$ cat config.mk
export PLATFORM = sky130hd
export DESIGN_NAME = irq_arbiter
export DESIGN_NICKNAME = d
export VERILOG_FILES = /design/src/rtl/irq_arbiter.sv
export SDC_FILE = /design/constraint.sdc
export NUM_CORES = 1
export LEC_CHECK = 0
export ABC_AREA = 1
export CORE_MARGIN = 5
export CORE_UTILIZATION = 50
export DETAILED_ROUTE_END_ITERATION = 10
export PLACE_DENSITY_LB_ADDON = 0.12
export SKIP_CTS_REPAIR_TIMING = 1
export SYNTH_ARGS = -nofsm -noshare
export SYNTH_HDL_FRONTEND = slang
export SYNTH_SLANG_ARGS = --single-unit
$ cat constraint.sdc
create_clock -name clk -period 2.98 [get_ports clk]
set_input_delay 0.298 -clock clk [delete_from_list [all_inputs] [get_ports clk]]
set_output_delay 0.298 -clock clk [all_outputs]
set_load 0.05 [all_outputs]
$ cat src/rtl/irq_arbiter.sv
// Interrupt arbiter: latches source edges into PEND, masks them, picks the lowest
// index, and drives a single CPU interrupt line with a post-ack deassert gap.
module irq_arbiter #(
    parameter int N_SRC       = 4,
    parameter int HOLDOFF_CYC = 8,
    parameter int HW          = 4
) (
    input  logic             clk,
    input  logic             reset,
    input  logic [N_SRC-1:0] irq_src,
    input  logic             cs,
    input  logic [10:0]      addr,
    input  logic [7:0]       wrBus,
    input  logic             we,
    output logic [7:0]       rdBus,
    output logic             irq_pin
);

    typedef enum logic [1:0] {
        ST_IDLE    = 2'd0,
        ST_ASSERT  = 2'd1,
        ST_HOLDOFF = 2'd2
    } state_t;

    logic [N_SRC-1:0] src_q_r;
    logic [N_SRC-1:0] pend_r;
    logic [N_SRC-1:0] mask_r;
    logic [1:0]       ctrl_r;
    state_t           state_r;
    logic             irq_act_r;
    logic [2:0]       id_r;
    logic [HW-1:0]    cnt_r;

    logic [N_SRC-1:0] edge_s;
    logic [N_SRC-1:0] req_s;
    logic [N_SRC-1:0] clr_s;
    logic [7:0]       pend_pad_s;
    logic [7:0]       mask_pad_s;
    logic [7:0]       req_pad_s;
    logic [2:0]       sel_s;
    logic             wr_s;
    logic             wr_pend_s;
    logic             wr_mask_s;
    logic             wr_ctrl_s;
    logic             drop_s;
    logic             unused_s;

    // Lowest set bit wins, so scan downward and let the last hit stand.
    function automatic logic [2:0] lowest_idx(input logic [7:0] v);
        logic [2:0] idx;
        idx = 3'd0;
        for (int i = 7; i >= 0; i--) begin
            if (v[i]) begin
                idx = 3'(i);
            end else begin
                idx = idx;
            end
        end
        return idx;
    endfunction

    assign unused_s  = ^{addr[10:2], wrBus};
    assign edge_s    = irq_src & ~src_q_r;
    assign req_s     = pend_r & mask_r;
    assign wr_s      = cs & we;
    assign wr_pend_s = wr_s & (addr[1:0] == 2'd0);
    assign wr_mask_s = wr_s & (addr[1:0] == 2'd1);
    assign wr_ctrl_s = wr_s & (addr[1:0] == 2'd3);
    assign sel_s     = lowest_idx(req_pad_s);
    assign irq_pin   = irq_act_r ^ ctrl_r[1];

    // Zero-extend per-source vectors to the bus width and build the W1C mask.
    always_comb begin
        pend_pad_s = 8'd0;
        mask_pad_s = 8'd0;
        req_pad_s  = 8'd0;
        pend_pad_s[N_SRC-1:0] = pend_r;
        mask_pad_s[N_SRC-1:0] = mask_r;
        req_pad_s[N_SRC-1:0]  = req_s;
        if (wr_pend_s) begin
            clr_s = wrBus[N_SRC-1:0];
        end else begin
            clr_s = {N_SRC{1'b0}};
        end
    end

    // Any of ack, mask-off or global disable of the frozen source ends ASSERT.
    always_comb begin
        drop_s = (wr_pend_s & wrBus[id_r])
               | (wr_mask_s & ~wrBus[id_r])
               | (wr_ctrl_s & ~wrBus[0]);
    end

    // Register file and edge capture; a new edge beats a same-cycle clear.
    always_ff @(posedge clk or posedge reset) begin
        if (reset) begin
            src_q_r <= {N_SRC{1'b0}};
            pend_r  <= {N_SRC{1'b0}};
            mask_r  <= {N_SRC{1'b0}};
            ctrl_r  <= 2'b00;
        end else begin
            src_q_r <= irq_src;
            pend_r  <= (pend_r & ~clr_s) | edge_s;
            if (wr_mask_s) begin
                mask_r <= wrBus[N_SRC-1:0];
            end
            if (wr_ctrl_s) begin
                ctrl_r <= wrBus[1:0];
            end
        end
    end

    // Arbitration FSM; id only changes in IDLE so a late higher-priority source waits.
    always_ff @(posedge clk or posedge reset) begin
        if (reset) begin
            state_r   <= ST_IDLE;
            irq_act_r <= 1'b0;
            id_r      <= 3'd0;
            cnt_r     <= {HW{1'b0}};
        end else begin
            case (state_r)
                ST_IDLE: begin
                    if (ctrl_r[0] && (|req_s)) begin
                        state_r   <= ST_ASSERT;
                        id_r      <= sel_s;
                        irq_act_r <= 1'b1;
                    end
                end
                ST_ASSERT: begin
                    if (drop_s) begin
                        state_r   <= ST_HOLDOFF;
                        irq_act_r <= 1'b0;
                        cnt_r     <= HW'(HOLDOFF_CYC - 1);
                    end
                end
                ST_HOLDOFF: begin
                    if (cnt_r == {HW{1'b0}}) begin
                        state_r <= ST_IDLE;
                    end else begin
                        cnt_r <= cnt_r - {{(HW-1){1'b0}}, 1'b1};
                    end
                end
                default: begin
                    state_r   <= ST_IDLE;
                    irq_act_r <= 1'b0;
                end
            endcase
        end
    end

    // Side-effect-free read mux; ACTIVE shows the id only while asserted.
    always_comb begin
        rdBus = 8'd0;
        if (cs) begin
            case (addr[1:0])
                2'd0:    rdBus = pend_pad_s;
                2'd1:    rdBus = mask_pad_s;
                2'd2:    rdBus = {irq_act_r, 4'b0000, (irq_act_r ? id_r : 3'd0)};
                2'd3:    rdBus = {6'd0, ctrl_r};
                default: rdBus = 8'd0;
            endcase
        end else begin
            rdBus = 8'd0;
        end
    end

endmodule

==> results of run 1 <==
==> through the flow <==
stage | area (um2) | total power, W | util [%] | hold WS, ns
after floorplan | 1242 | 0.0008406 | - | 0.2999
after global placement | 1448 | 0.0009441 | 60.07 | 0.4015
after detailed placement | 1448 | 0.0009608 | 60.07 | 0.4111
after CTS | 1474 | 0.001101 | 61.16 | 0.4279
after global routing | 1474 | 0.001184 | 61.16 | 0.4374
final | 1474 | 0.001087 | 61.16 | 0.4254
==> logic make-up (layout without fill, tap and decap cells) <==
| group | after synthesis | count (layout) | share of synthesized area, % |
|---|---|---|---|
| AOI/OAI and AO/OA | 29 | 29 | 13.58 |
| xor gates and xnor gates | 1 | 1 | 0.7093 |
| adders and majority gates | 1 | 1 | 1.013 |
| buffers and inverters | 32 | 52 | 10.64 |
| DFF | 23 | 23 | 46.61 |
| other | 1 | 3 | 0.3037 |
| and+or+nand+nor | 72 | 72 | 27.15 |
==> final timing paths <==
kind                       startpoint        end  slack [ns]  cells past startpoint
max                           addr[1]   rdBus[0]        0.52                      6
min                        src_q_r[2]  pend_r[2]        0.43                      1
max reg2reg                  cnt_r[0]   cnt_r[2]        1.75                      8
min reg2reg                src_q_r[2]  pend_r[2]        0.43                      1
max in group asynchronous       reset  mask_r[1]        2.01                      2
min in group asynchronous       reset    id_r[0]        0.45                      2
==> cells in the mapped netlist, drive strengths merged <==
cell type and number:
a21oi 8, a22oi 1, buf 3, conb 1, dfrtp 23, ha 1, inv 29, nand2 48
nand3 12, nor2 12, o21ai 17, o21bai 1, o22ai 2, xor2 1
==> metal layers <==
metal	vias up	part of all wire, %
met5	-	0
met4	0	0
met3	0	5.6
met2	23	48
met1	468	46
li1	537	-
==> state kept, by name (all words and copies together) (netlist names) <==
signal     cells
irq_act_r      1
cnt_r          4
state_r        2
src_q_r        4
mask_r         4
ctrl_r         2
id_r           2
pend_r         4
==> cell type report <==
class                      count  area (um2)  area share [%]
clock buffer                   4       26.28           1.783
inverter                      29       108.9           7.385
multi-input combinational    106       535.5           36.33
sequential                    23       575.6           39.05
tap                           30       37.54           2.547
timing repair buffer          19       190.2           12.90
==> power by group through the flow <==
stage          registers (W)  logic (W)  clock network [W]
2_1_floorplan       0.000444   0.000397                  0
3_3_place_gp        0.000454   0.000490                  0
3_5_place_dp        0.000457   0.000503                  0
4_1_cts             0.000451   0.000504           0.000146
5_1_grt             0.000464   0.000565           0.000156
6_report            0.000451   0.000498           0.000138
==> impl_metrics.tcl, run 1 <==
set metrics [dict create \
    track_usage_pct 15.71 \
    pwr_density_cell_nw_per_um2 737.4 \
    worst_slew_pin_slew_ns 0.8397 \
    timing.critical_path.buf_inv 2 \
    grtUsageMet3_pct 2.592 \
    dieWidth_um 59.70 \
    ctsHtreeMaxLevel 1 \
    final_cell_mix "nand2_1 (44), inv_1 (26), dfrtp_1 (23)" \
    cp_data_required_time_ns 2.68 \
    drt_wl_total_um 2437 \
    p_clk_share_pct 12.7 \
    criticalPathCategory "in2out" \
    fmax_ghz 0.4073 \
    grt_max_degree 24 \
    period_minus_slack_ns 2.455 \
    grt.overflow.total 0 \
    die_h_um 59.70 \
    ys_ff_latch 23 \
    dp_hpwl_um 1986 \
    timing.final.ws_setup_ns 0.5248 \
    wl_per_cell_um 11.55 \
    critPathCaptureType "primary output" \
    swShare_pct 42.53 \
    fillCellCount 223 \
    dp_slack_ns 0.5183 \
    clock_skew_ns 0.005778 \
    syn2layout_area_growth_pct 19.35 \
    globalplace.congestion 0.8294 \
    cts_made_buffers 3 \
    crit_family "buffers and inverters" \
    synth.cell_area_um2 1235 \
    mostFrequentLayoutCell "nand2_1" \
    max-cap-violations 0 \
    crit_path_top_delay_cell "clkdlybuf4s50_1" \
    ys_warn_count 0 \
    internal_power_w 0.0006247 \
    finalSetupViolCount 0 \
    io_buffers 19 \
    final_cells 211 \
    diodes 0 \
    ys_top_cells_by_area "dfrtp_1 (47%), nand2_1 (13%), inv_1 (7.9%), o21ai_0 (6.9%), nand3_1 (4.5%)" \
    final_nets 210 \
    syn-instance-count 159 \
    syn_area_per_cell_um2 7.767 \
    p_leak_nw 0.7333 \
    clock_path_buffers 2 \
    dieArea_um2 3563 \
    combPwrFrac_pct 45.8 \
    drv_slew 0 \
    synth_seq_area_share_pct 46.61 \
    antenna_found_initial 0 \
    start_kind "input port" \
    clock_sinks 23 \
    hold_viol 0 \
    met2_usage_pct 27.31 \
    gr-usage-met1_pct 20.14 \
    final.setup.tns_ns 0 \
    grt_pass1_wl_um 4340 \
    fin_crit_sh_pct 82.39 \
    ios 36 \
    drt_iter0_drc 32 \
    cp_max_fo 3 \
    cts-root-buf "clkbuf_4" \
    ir_worst_vdd_uv 649.4 \
    drt_first_pass_iters 4 \
    ant_nets 0 \
    vias 1028 \
    num_rows 18 \
    grt_pass1_vias 1055 \
    grt-busiest-layer "met2" \
    synth_top_area_cell "dfrtp_1" \
    vias_per_cell 4.872 \
    core_region_area_um2 2410 \
    drive_above_1_share_pct 8.840 \
    start_util_pct 51.25 \
    path_cells "clkdlybuf4s50_1 > nand2_1 > o22ai_1 > a21oi_1 > a21oi_1 > clkdlybuf4s50_1" \
    clkSlewWorstSetupHoldPaths_ns 0.11 \
    holdCritPathClass "reg2reg" \
    status "complete, no violations" \
    crit_path_max_incr_delay_ns 0.83 \
    drc 0 \
    seq_power_share_pct 41.5 \
    cp_data_arrival_time_ns 2.16 \
    grt_setup_unrepaired "no" \
    dp_cells 207 \
    power.switching_w 0.0004622 \
    synth_top_area_share_pct 46.61 \
    maxSlewHeadroom_pct 43.96 \
    synth_cell_types 22 \
    clk_latency_ns 0.30 \
    tritoncts "yes" \
]
(Power assumes the default switching activity.)
==> run 2, diff against run 1 <==
--- a/config.mk
+++ b/config.mk
@@ -7,7 +7,7 @@
 export LEC_CHECK = 0
 export ABC_AREA = 1
 export CORE_MARGIN = 5
-export CORE_UTILIZATION = 50
+export CORE_UTILIZATION = 42
 export DETAILED_ROUTE_END_ITERATION = 10
 export PLACE_DENSITY_LB_ADDON = 0.12
 export SKIP_CTS_REPAIR_TIMING = 1
==> constraint.sdc (replaced) <==
create_clock -name clk -period 2.2 [get_ports clk]
set_input_delay 0.22 -clock clk [delete_from_list [all_inputs] [get_ports clk]]
set_output_delay 0.22 -clock clk [all_outputs]
set_load 0.05 [all_outputs]
==> run 2 against run 1 <==
First-iteration DRC count down 6.3%. Worst hold slack worse by 0.18 ns. Total power up 38%. Sequential share of layout area down 1.2 points. Register-to-register slack worse by 0.79 ns. Critical path depth down 4. Clock skew down 0.0037 ns. Critical path type is now reg2out. Largest cell class unchanged. Largest power group unchanged.
==> impl_metrics.tcl, run 2 (same netlist as run 1, synthesis figures left out) <==
set metrics [dict create \
    max-cap-violations 0 \
    status "complete, no violations" \
    drt_first_pass_iters 4 \
    combPwrFrac_pct 46.7 \
    clock_sinks 23 \
    dp_hpwl_um 2046 \
    clock_skew_ns 0.002030 \
    wirelength_met1_um 1114 \
    timing.critical_path.buf_inv 1 \
    dieWidth_um 64.23 \
    holdCritPathClass "in2async" \
    start_kind "flip-flop" \
    p_leak_nw 0.7599 \
    start_util_pct 44.40 \
    met2WireLength_um 1212 \
    finalSetupViolCount 0 \
    vias 1027 \
    final_util_pct 54.66 \
    drive_above_1_share_pct 12.09 \
    period_minus_slack_ns 1.913 \
    ctsHtreeMaxLevel 1 \
    cp_data_required_time_ns 1.98 \
    criticalPathCategory "reg2out" \
    grt.overflow.total 0 \
    r2r_cells 8 \
    io_buffers 19 \
    dp_slack_ns 0.4760 \
    p_clk_share_pct 12.5 \
    wl_per_cell_um 11.76 \
    grt_max_degree 24 \
    core_region_area_um2 2781 \
    antenna_found_initial 0 \
    ir_worst_vdd_uv 793.2 \
    reg2reg_from "cnt_r[0]" \
    fin_crit_sh_pct 86.96 \
    crit_path_max_incr_delay_ns 0.81 \
    crit_path_top_delay_cell "clkdlybuf4s50_1" \
    power.switching_w 0.0006336 \
    cp_max_fo 3 \
    die_h_um 64.23 \
    globalplace.congestion 0.7947 \
    fmax_ghz 0.5227 \
    grt_pass1_wl_um 4436 \
    clkSlewWorstSetupHoldPaths_ns 0.12 \
    seq_power_share_pct 40.8 \
    drc 0 \
    mostFrequentLayoutCell "nand2_1" \
    top_layer "met4" \
    tritoncts "yes" \
    dr_wl_met3_um 141 \
    swShare_pct 42.39 \
    final_cell_mix "nand2_1 (44), inv_1 (26), dfrtp_1 (23)" \
    cp_data_arrival_time_ns 1.69 \
    track_usage_pct 13.14 \
    drt_wl_total_um 2504 \
    ios 36 \
    hold_viol 0 \
    num_rows 19 \
    drt_iter0_drc 30 \
    crit_family "buffers and inverters" \
    path_cells "xor2_1 > clkdlybuf4s50_1" \
    cts_made_buffers 3 \
    final.setup.tns_ns 0 \
    grt_setup_unrepaired "no" \
    diodes 0 \
    grt_pass1_vias 1057 \
    ant_nets 0 \
    pwr_density_cell_nw_per_um2 983.3 \
    timing.final.ws_setup_ns 0.2868 \
    cts-root-buf "clkbuf_4" \
    clock_path_buffers 2 \
    clk_latency_ns 0.30 \
    vias_per_cell 4.822 \
    ff2ff_setup_slack_ns 0.96 \
    dieArea_um2 4125 \
    critPathCaptureType "primary output" \
    internal_power_w 0.0008612 \
    r2r-end "cnt_r[3]" \
    syn2layout_area_growth_pct 23.10 \
    drv_slew 0 \
    final_nets 211 \
]
[run 2: changes by cell type in the layout (fill, tap and decap cells not counted), sizes merged]
cell	change
buf	+6
clkdlybuf4s50	-5
[run 2: tightest hold or removal path, stage by stage]
cell and delay (ns):
clkdlybuf4s50_1 0.39, inv_1 0.05, buf_4 0.28
[run 2: area by class of cell]
class | count | area [um2]
well taps | 31 | 38.79
flip-flops and latches | 23 | 575.6
repair buffers | 20 | 235.2
fillers | 279 | 1261
multi-input cells | 106 | 535.5
clock buffers | 4 | 26.28
inverters | 29 | 108.9
[run 2: stage by stage]
| stage | hold WS [ns] | total power (W) | area (um2) | instances |
|---|---|---|---|---|
| 2_1_floorplan | 0.2219 | 0.001139 | 1242 | 161 |
| 3_3_place_gp | 0.4026 | 0.001298 | 1494 | 209 |
| 3_5_place_dp | 0.4144 | 0.001320 | 1494 | 209 |
| 4_1_cts | 0.2400 | 0.001515 | 1520 | 213 |
| 5_1_grt | 0.2802 | 0.001637 | 1520 | 213 |
| 6_report | 0.2422 | 0.001495 | 1520 | 213 |
[run 2: layer usage]
layer	vias up	track usage, %
li1	538	-
met1	461	15.85
met3	4	3.678
met5	-	0
met4	0	5.344
met2	24	21.98
[run 2: power groups by stage]
| stage | combinational (W) | sequential, W | clock (W) |
|---|---|---|---|
| after floorplan | 0.000538 | 0.000601 | 0 |
| after global placement | 0.000683 | 0.000616 | 0 |
| after detailed placement | 0.000700 | 0.000620 | 0 |
| after CTS | 0.000704 | 0.000612 | 0.000199 |
| after global routing | 0.000791 | 0.000627 | 0.000219 |
| final | 0.000698 | 0.000610 | 0.000187 |
[run 2: worst max path at each step]
stage / slack (ns) / depth (start not counted) / endpoint / start
2_1_floorplan: 0.59 / 4 / rdBus[1] / irq_act_r
3_5_place_dp: 0.48 / 6 / rdBus[1] / addr[0]
3_3_place_gp: 0.48 / 6 / rdBus[1] / addr[0]
4_1_cts: 0.25 / 2 / irq_pin / irq_act_r
6_report: 0.29 / 2 / irq_pin / irq_act_r
5_1_grt: 0.19 / 2 / irq_pin / irq_act_r
==> run 3, diff against run 2 <==
--- a/config.mk
+++ b/config.mk
@@ -11,6 +11,7 @@
 export DETAILED_ROUTE_END_ITERATION = 10
 export PLACE_DENSITY_LB_ADDON = 0.12
 export SKIP_CTS_REPAIR_TIMING = 1
+export SKIP_LAST_GASP = 1
 export SYNTH_ARGS = -nofsm -noshare
 export SYNTH_HDL_FRONTEND = slang
 export SYNTH_SLANG_ARGS = --single-unit
==> results of run 3 <==
The final DEF is identical to that of run 2; final timing and power are the same.
